--- src/rtl/mem_bus_arbiter_pkg.sv ---
// Shared types and reset values for the processor memory-port arbiter and its
// tag-owner table.
package mem_bus_arbiter_pkg;

  typedef enum logic [1:0] {
    BUS_NONE  = 2'd0,
    BUS_LOAD  = 2'd1,
    BUS_STORE = 2'd2
  } BUS_COMMAND;

  typedef enum logic {
    REQ_DCACHE = 1'b0,
    REQ_ICACHE = 1'b1
  } REQ_ID_t;

  localparam int unsigned MEM_TAG_W = 4;

  typedef struct packed {
    logic [1:0]  command;
    logic [63:0] addr;
    logic [63:0] data;
  } MEM_REQ_t;

  typedef struct packed {
    logic [MEM_TAG_W-1:0] response;
    logic [MEM_TAG_W-1:0] tag;
    logic [63:0]          data;
  } MEM_RSP_t;

  localparam logic    TAG_VALID_RESET = 1'b0;
  localparam REQ_ID_t TAG_OWNER_RESET = REQ_DCACHE;

  function automatic REQ_ID_t rr_reset_value(input int unsigned rr_init);
    return (rr_init == 0) ? REQ_DCACHE : REQ_ICACHE;
  endfunction

endpackage

--- src/rtl/mem_tag_owner_table.sv ---
// Per-tag valid/owner storage for outstanding loads. A set and a clear of the
// same entry in one cycle leaves the entry valid with the new owner.
module mem_tag_owner_table
  import mem_bus_arbiter_pkg::*;
#(
  parameter int unsigned TAG_W    = 4,
  parameter int unsigned NUM_TAGS = 16
) (
  input  logic             clock,
  input  logic             reset_n,
  input  logic             set_en,
  input  logic [TAG_W-1:0] set_tag,
  input  REQ_ID_t          set_owner,
  input  logic             clr_en,
  input  logic [TAG_W-1:0] clr_tag,
  input  logic [TAG_W-1:0] lookup_tag,
  output logic             lookup_valid,
  output REQ_ID_t          lookup_owner
);

  logic [NUM_TAGS-1:0] valid;
  REQ_ID_t             owner [NUM_TAGS];

  // Clear is issued before set so the later NBA gives the set priority.
  always_ff @(posedge clock or negedge reset_n) begin
    if (!reset_n) begin
      valid <= {NUM_TAGS{TAG_VALID_RESET}};
      for (int unsigned i = 0; i < NUM_TAGS; i++) begin
        owner[i] <= TAG_OWNER_RESET;
      end
    end else begin
      if (clr_en && clr_tag != '0) begin
        valid[clr_tag] <= 1'b0;
      end
      if (set_en && set_tag != '0) begin
        valid[set_tag] <= 1'b1;
        owner[set_tag] <= set_owner;
      end
    end
  end

  always_comb begin
    lookup_valid = (lookup_tag != '0) && valid[lookup_tag];
    lookup_owner = owner[lookup_tag];
  end

endmodule

--- src/rtl/mem_bus_arbiter.sv ---
// Shares the processor memory port between the Dcache and Icache controllers,
// routing tagged load returns back to whichever side issued the load.
module mem_bus_arbiter
  import mem_bus_arbiter_pkg::*;
#(
  parameter int unsigned TAG_W    = 4,
  parameter int unsigned NUM_TAGS = 16,
  parameter int unsigned RR_INIT  = 0
) (
  input  logic             clock,
  input  logic             reset_n,
  input  logic [1:0]       dc_command,
  input  logic [63:0]      dc_addr,
  input  logic [63:0]      dc_data,
  output logic [TAG_W-1:0] dc_response,
  output logic [TAG_W-1:0] dc_tag,
  output logic [63:0]      dc_data_out,
  input  logic [1:0]       ic_command,
  input  logic [63:0]      ic_addr,
  input  logic [63:0]      ic_data,
  output logic [TAG_W-1:0] ic_response,
  output logic [TAG_W-1:0] ic_tag,
  output logic [63:0]      ic_data_out,
  output logic [1:0]       proc2mem_command,
  output logic [63:0]      proc2mem_addr,
  output logic [63:0]      proc2mem_data,
  input  logic [TAG_W-1:0] mem2proc_response,
  input  logic [TAG_W-1:0] mem2proc_tag,
  input  logic [63:0]      mem2proc_data,
  input  logic             drain_ic,
  output logic             mem_idle,
  output logic             unowned_tag_err
);

  localparam logic [4:0] OUT_MAX = 5'(NUM_TAGS - 1);

  REQ_ID_t    rr_ptr;
  logic [4:0] outstanding;

  logic       dc_req, ic_req, contested;
  logic       grant_dc, grant_ic, granted;
  logic       accepted, accept_load;
  REQ_ID_t    grant_id;
  MEM_REQ_t   dc_req_bus, ic_req_bus, fwd_req;

  logic       tag_nz, route_hit;
  logic       lookup_valid;
  REQ_ID_t    lookup_owner;

  always_comb begin
    dc_req    = (dc_command != BUS_NONE);
    ic_req    = (ic_command != BUS_NONE) && !drain_ic;
    contested = dc_req && ic_req;
    grant_dc  = dc_req && (!ic_req || rr_ptr == REQ_DCACHE);
    grant_ic  = ic_req && (!dc_req || rr_ptr == REQ_ICACHE);
    granted   = grant_dc || grant_ic;
    grant_id  = grant_ic ? REQ_ICACHE : REQ_DCACHE;
  end

  always_comb begin
    dc_req_bus = '{command: dc_command, addr: dc_addr, data: dc_data};
    ic_req_bus = '{command: ic_command, addr: ic_addr, data: ic_data};
    fwd_req    = '0;
    if (grant_dc) begin
      fwd_req = dc_req_bus;
    end else if (grant_ic) begin
      fwd_req = ic_req_bus;
    end
    proc2mem_command = fwd_req.command;
    proc2mem_addr    = fwd_req.addr;
    proc2mem_data    = fwd_req.data;
  end

  // Responses are forced low while reset is held so neither cache sees an
  // acceptance the table cannot record.
  always_comb begin
    dc_response = '0;
    ic_response = '0;
    if (reset_n) begin
      if (grant_dc) dc_response = mem2proc_response;
      if (grant_ic) ic_response = mem2proc_response;
    end
    accepted    = granted && (mem2proc_response != '0);
    accept_load = accepted && (fwd_req.command == BUS_LOAD);
  end

  mem_tag_owner_table #(
    .TAG_W    (TAG_W),
    .NUM_TAGS (NUM_TAGS)
  ) u_tag_table (
    .clock        (clock),
    .reset_n      (reset_n),
    .set_en       (accept_load),
    .set_tag      (mem2proc_response),
    .set_owner    (grant_id),
    .clr_en       (route_hit),
    .clr_tag      (mem2proc_tag),
    .lookup_tag   (mem2proc_tag),
    .lookup_valid (lookup_valid),
    .lookup_owner (lookup_owner)
  );

  always_comb begin
    tag_nz      = (mem2proc_tag != '0);
    route_hit   = tag_nz && lookup_valid;
    dc_tag      = '0;
    dc_data_out = '0;
    ic_tag      = '0;
    ic_data_out = '0;
    if (route_hit) begin
      if (lookup_owner == REQ_ICACHE) begin
        ic_tag      = mem2proc_tag;
        ic_data_out = mem2proc_data;
      end else begin
        dc_tag      = mem2proc_tag;
        dc_data_out = mem2proc_data;
      end
    end
    mem_idle = (outstanding == '0);
  end

  always_ff @(posedge clock or negedge reset_n) begin
    if (!reset_n) begin
      rr_ptr <= rr_reset_value(RR_INIT);
    end else if (contested && accepted) begin
      rr_ptr <= grant_ic ? REQ_DCACHE : REQ_ICACHE;
    end
  end

  // A load accepted and a return routed in the same cycle cancel out.
  always_ff @(posedge clock or negedge reset_n) begin
    if (!reset_n) begin
      outstanding <= '0;
    end else if (accept_load && !route_hit) begin
      if (outstanding != OUT_MAX) outstanding <= outstanding + 5'd1;
    end else if (!accept_load && route_hit) begin
      if (outstanding != '0) outstanding <= outstanding - 5'd1;
    end
  end

  always_ff @(posedge clock or negedge reset_n) begin
    if (!reset_n) begin
      unowned_tag_err <= 1'b0;
    end else if (tag_nz && !lookup_valid) begin
      unowned_tag_err <= 1'b1;
    end
  end

endmodule

--- config.mk ---
export PLATFORM = sky130hd
export DESIGN_NAME = mem_bus_arbiter
export DESIGN_NICKNAME = d
export VERILOG_FILES = /design/src/rtl/mem_bus_arbiter_pkg.sv /design/src/rtl/mem_tag_owner_table.sv /design/src/rtl/mem_bus_arbiter.sv
export SDC_FILE = /design/constraint.sdc
export NUM_CORES = 1
export LEC_CHECK = 0
export CELL_PAD_IN_SITES_DETAIL_PLACEMENT = 1
export CELL_PAD_IN_SITES_GLOBAL_PLACEMENT = 1
export CORE_AREA = 2 2 240 242
export CTS_CLUSTER_DIAMETER = 100
export DETAILED_ROUTE_END_ITERATION = 8
export DIE_AREA = 0 0 242 244
export PLACE_DENSITY = 0.45
export SYNTH_ARGS = -nofsm -noshare
export SYNTH_HDL_FRONTEND = slang
export SYNTH_SLANG_ARGS = --single-unit
--- constraint.sdc ---
create_clock -name clock -period 3.85 [get_ports clock]
set_input_delay 0.5775 -clock clock [delete_from_list [all_inputs] [get_ports clock]]
set_output_delay 0.5775 -clock clock [all_outputs]
set_load 0.02 [all_outputs]
* Word-level counts from Yosys, hierarchy flattened
Cells that the tools add are included.
Operators by class: div/mod/pow operators 0, multiplexer cells 34, reductions and logical operators 35, equality and inequality tests 3, bitwise gates (word level) 6, multiply operators 0, shift-type cells 0, add/subtract/negate cells 2, order comparisons 7
Operators by type and width (count):
- $mux W130 | 2
- $mux W64 | 4
- $mux W16 | 2
- $mux W4 | 8
- $mux W5 | 4
- $logic_and A1 B1 Y1 | 17
- $and A16 B16 Y16 | 1
- $bwmux W16 | 1
- $not A16 Y16 | 1
- $or A16 B16 Y16 | 1
- $demux W1 S4 | 3
- $ge A5 B5 Y1 const B | 2
- $lt A4 B5 Y1 const B | 2
- $not A4 Y5 | 2
- $bmux W1 S4 | 2
- $ge A4 B1 Y1 const B | 2
- $mux W1 | 8
- $reduce_bool A2 Y1 | 4
- $reduce_bool A4 Y1 | 2
- $logic_not A1 Y1 | 6
- $add A5 B1 Y5 const B | 1
- $logic_not A5 Y1 | 1
- $lt A5 B1 Y1 const B | 1
- $ne A5 B4 Y1 const B | 1
- 7 further kinds | 9
Word-level totals: word-level logic and storage cells 107, memory bits (writable) 0, output and inout bits 276, bits in latches 0, memories kept 0, register bits after elaboration 39, ROM bits 0, input port bits 335

* Logic depth before layout (Yosys ltp)
depth in word-level cells 12, mapped depth 14, depth with buffers taken out 11

* By module
Synthesis repeated with hierarchy kept, for this count alone.
Unflattened totals: cells, all modules 525, area, all modules 4336.7 µm²
Modules (own cells, without submodules):
- mem_bus_arbiter | cells an instance 387, sequential area each 175.2 µm², area each 2792.7 µm², instances 1
- mem_tag_owner_table | cells an instance 138, sequential area each 775.7 µm², area each 1544.0 µm², instances 1

* Least setup slack after synthesis
No wires, ideal clock.
path kind input-to-reg, start point in mem2proc_tag[0], end point reg outstanding[3], library setup time 0.125 ns, path buffers 3, arrival 3.305 ns, slack 0.420 ns, required time 3.725 ns, cell stages on the path 14, cell sequence buf_6 > buf_8 > mux2_4 > mux4_2 > a22o_1 > clkbuf_1 > inv_1 > ha_1 > inv_1 > ha_1 > a21o_1 > a21oi_1 > xnor2_1 > mux2_2
On the way: word-level cells in the longest chain between the ends 8, elaborated cells between the ends (all ways) 13, those cells by class eq/ne: 1; mux: 3; reduce/logical: 9
Ends and longest elaborated chain:
- start: declaration | line mem_bus_arbiter.sv:28 | input logic [TAG_W-1:0] mem2proc_tag,
- $bmux W1 S4 | line mem_tag_owner_table.sv:43 | lookup_valid = (lookup_tag != '0) && valid[lookup_tag];
- $mux W1 (not written as such) | line mem_tag_owner_table.sv:43
- $logic_and A1 B1 Y1 | line mem_tag_owner_table.sv:43
- $logic_and A1 B1 Y1 (*) | line mem_bus_arbiter.sv:105 | route_hit = tag_nz && lookup_valid;
- $logic_not A1 Y1 | line mem_bus_arbiter.sv:134 | end else if (accept_load && !route_hit) begin
- $logic_and A1 B1 Y1 | line mem_bus_arbiter.sv:134
- $ne A2 B1 Y1 (no source line) / $reduce_bool A2 Y1 (equally long branches)
- $reduce_and A3 Y1 (no source line)
- end signal: assignment | line mem_bus_arbiter.sv:135 | if (outstanding != OUT_MAX) outstanding <= outstanding + 5'd1;
- end signal: assignment | line mem_bus_arbiter.sv:137 | if (outstanding != '0) outstanding <= outstanding - 5'd1;
- end: declaration | line mem_bus_arbiter.sv:38 | logic [4:0] outstanding;
Every way passes the cells marked *; elsewhere a longest branch is shown, timed or not. The select of a mux whose other input is x is not followed. A chain may end at the register's enable or synchronous reset.

* Final worst setup path
start point in mem2proc_tag[0], end point out dc_data_out[58]
On the way: word-level cells in the longest chain between the ends 6, elaborated cells between the ends (all ways) 11, those cells by class mux: 7; bitwise: 1; reduce/logical: 3
Ends and longest elaborated chain:
- $not A4 Y5 (not written as such) | line mem_tag_owner_table.sv:44 | lookup_owner = owner[lookup_tag];
- $bmux W1 S4 | line mem_tag_owner_table.sv:44
- $mux W1 (not written as such) (2 in a row) | line mem_tag_owner_table.sv:44
- $mux W64 | line mem_bus_arbiter.sv:111 | if (lookup_owner == REQ_ICACHE) begin
- $mux W64 (*) | line mem_bus_arbiter.sv:110 | if (route_hit) begin
- end: declaration | line mem_bus_arbiter.sv:17 | output logic [63:0] dc_data_out,
Marks and branches as above.

==> results.txt <==
Status -> complete, no violations
Post-synth top flop -> dfrtp_1
Synth top area cells -> a22o_1, dfrtp_1, and3_1
Vias in the first global route -> 7,522
Worst Path Required -> 3.27 ns
Slew HR -> 0.3578
Worst Setup End Kind -> output port
Total Routing Usage GR -> 0.1364
Clk_skew -> 0.008696 ns
Top-level port count -> 611
EDFF count, synth -> 0
Clock network power share -> 0.099
Final setup viols -> 0
Internal Pwr Total -> 2759 µW
Post-synth top area share -> 0.2420
Dpl cells -> 1,906
Number of buffers created by CTS -> 5
Register area share after synthesis -> 0.2091
H-Tree Depth -> 2
Reg clk slew, reported paths -> 0.06 ns
Final-report max-slew violation count -> 0
Synth area leader -> a22o_1
CP arrival -> 3.19 ns
Worst Path Max Fanout -> 56
Switch Pwr -> 2202 µW
Starting Density -> 0.08311
Die H -> 244 µm
Clk_lat worst skew -> 0.29 ns
Fmax -> 0.2657 GHz
Unique masters post-synth -> 44
Part of the power in registers -> 0.132
Layout Cells excl Fill -> 1,918
CTS root buf -> clkbuf_16
Leakage power -> 0.005775 µW
Post-Route WL -> 43,220 µm
Setup crit start kind -> input pin
Wire per inst -> 22.53 µm
Die area -> 59,050 µm²
Row cnt -> 87
Area delta synth->final -> 167.8%
Initial antenna violation count -> 9
Mapped Cells -> 554
Via count -> 7,165
Pre-CTS setup slack -> -0.2533 ns
DRC Markers -> 0
Final core utilization -> 0.2226
Worst setup margin -> 0.08659 ns
CTS tree -> built
CTS Buffer Depth -> 2
Max cap viols -> 0
Vias per cell -> 3.736
Crit path kind -> input pin to output port
First-pass iteration count of the detailed router -> 6
Syn_nets -> 894
Critical R2R Capture -> outstanding[3]
Syn Std Cell Area -> 4668 µm²
Core Area -> 56,170 µm²
Placer congestion estimate -> 0.8625
Power per cell area -> 396.8 nW/µm²
Slew @ Worst Pin -> 0.9391 ns
Die extent in x -> 242 µm
Routed Antenna Nets -> 0
Clock sinks -> 39
Final Hold Viols -> 0
DP HPWL -> 38,690 µm
Critical path launch point -> mem2proc_tag[0]
Reg-to-reg slack, setup -> 0.81 ns
Register-to-Register Path Depth -> 11
Fin crit period -> 3.763 ns
Pin count of the biggest net entering global routing -> 69
Mapped Avg Cell Area -> 8.426 µm²
Final worst path period share -> 0.9775
Switching part of the total power -> 0.4439
Setup Total Neg Slack -> 0 ns
Post-synth ARST share -> 1.000
Yosys warns -> 0
Origin of the critical flop-to-flop path -> u_tag_table.valid[3]
HP Class -> flip-flop to flip-flop
Worst VDD drop -> 0.0001966 V
Final net count -> 1,497
Yosys reg bits -> 39
Wire length of the first global-routing pass -> 57,830 µm
GRT overflow -> 0
Layout cells sized above 1 -> 0.1218
Hold-fix buffers at CTS -> 0
Post-CTS setup buffers -> 0
Combinational power share -> 0.768
Worst Hold Depth -> 0
Initial DRC Count -> 239
Port bufs -> 610
critical path, cell delays in order:
cell and delay [ns]:
dlygate4sd2_1 0.28, buf_12 0.18, mux2_2 0.36, mux4_2 0.48
a22o_2 0.34, buf_12 0.18, and3_1 0.20, clkdlybuf4s50_1 0.54
sequential cells by signal, summed over array words and instances, names as in the netlist, named ones only:
register           flops
rr_ptr                 1
outstanding            5
u_tag_table.valid     15
u_tag_table.owner     16
unowned_tag_err        1
routing by layer:
metal	GRT usage	wire [µm]	part of all wire	vias to the layer above
li1	-	-	-	3355
met1	0.1318	15160	0.35	3355
met2	0.2670	22680	0.52	403
met3	0.04609	3824	0.088	46
met4	0.04847	1529	0.035	6
met5	0	34	0.00079	-
logic make-up (layout without fill, tap and decap cells):
group,Yosys count,after routing,share of synthesized area
flops,39,39,0.2091
simple gates,212,212,0.2643
xor+xnor,5,5,0.009383
mux,34,34,0.1037
compound gates,178,178,0.3133
other cells,0,4,0
fa+ha+maj,5,5,0.01501
buf+inv,81,685,0.08523
area by class of cell:
class | instances | area [µm²]
Tap cell | 756 | 945.9
Fill cell | 6597 | 43670
Clock inverter | 3 | 47.55
Clock buffer | 5 | 125.1
Inverter | 8 | 30.03
Timing Repair Buffer | 669 | 7043
Multi-Input combinational cell | 434 | 3324
Antenna cell | 4 | 10.01
Sequential cell | 39 | 975.9
repair_timing:
action,CTS,global route
endpoints found under the setup margin,134,26
endpoints found under the hold margin,0,0
gates resized for setup,16,26
per-stage QoR:
| stage | total power [µW] | area [µm²] | hold WS [ns] |
|---|---|---|---|
| floorplan | 2382 | 4668 | 0.2819 |
| global placement | 4531 | 12270 | 0.3767 |
| detailed placement | 4557 | 12270 | 0.3846 |
| CTS | 5056 | 12430 | 0.3994 |
| global route | 5217 | 12490 | 0.4061 |
| finish | 4961 | 12500 | 0.3937 |
layout by cell type, fill, tap and decap left out, types with 2 or more instances in the layout:
cell type	instances
a22oi_1	2
dlygate4sd2_1	15
nand2b_1	5
nand4_1	2
or2_2	2
a21o_1	14
mux2_1	2
nor3_1	2
a22o_1	128
xnor2_1	3
nand3_1	5
xor2_1	2
clkbuf_16	5
nor2b_1	9
clkdlybuf4s50_1	529
nor2_1	15
inv_1	8
a21oi_1	13
a2111oi_0	4
diode_2	4
mux4_2	2
mux4_1	5
buf_4	54
and2_1	4
a211oi_1	6
and3_1	139
nand2_1	21
ha_1	4
dfrtp_1	39
o21ai_0	2
buf_12	44
mux2_2	24
dlymetal6s2s_1	26
cell usage after synthesis, types with 4 or more instances:
| master | count |
|---|---|
| ha_1 | 4 |
| clkbuf_1 | 59 |
| nor2b_1 | 9 |
| buf_6 | 11 |
| mux4_1 | 5 |
| and2_1 | 4 |
| a2111oi_0 | 4 |
| a21oi_1 | 14 |
| a22o_1 | 129 |
| and3_1 | 140 |
| mux2_2 | 24 |
| nor2_1 | 16 |
| nand2_1 | 21 |
| nand3_1 | 6 |
| dfrtp_1 | 39 |
| a211oi_1 | 6 |
| a21o_1 | 14 |
| inv_1 | 8 |
| nand2b_1 | 5 |
worst max-delay path by stage:
stage | end | slack, ns | cells past startpoint
floorplan | outstanding[3] | 0.42 | 14
global placement | dc_data_out[40] | -0.26 | 8
detailed placement | dc_data_out[40] | -0.25 | 8
CTS | ic_data_out[57] | 0.04 | 8
global route | dc_data_out[55] | -0.008 | 8
finish | dc_data_out[58] | 0.09 | 8
power groups by stage:
stage / Combinational [µW] / Clock (µW) / Sequential (µW)
final: 3810 / 493 / 657
after floorplan: 1760 / 0 / 618
after detailed placement: 3890 / 0 / 667
after global routing: 4020 / 523 / 677
after global placement: 3870 / 0 / 663
after CTS: 3890 / 508 / 660
Note: power is estimated with default switching activity, not from simulation.
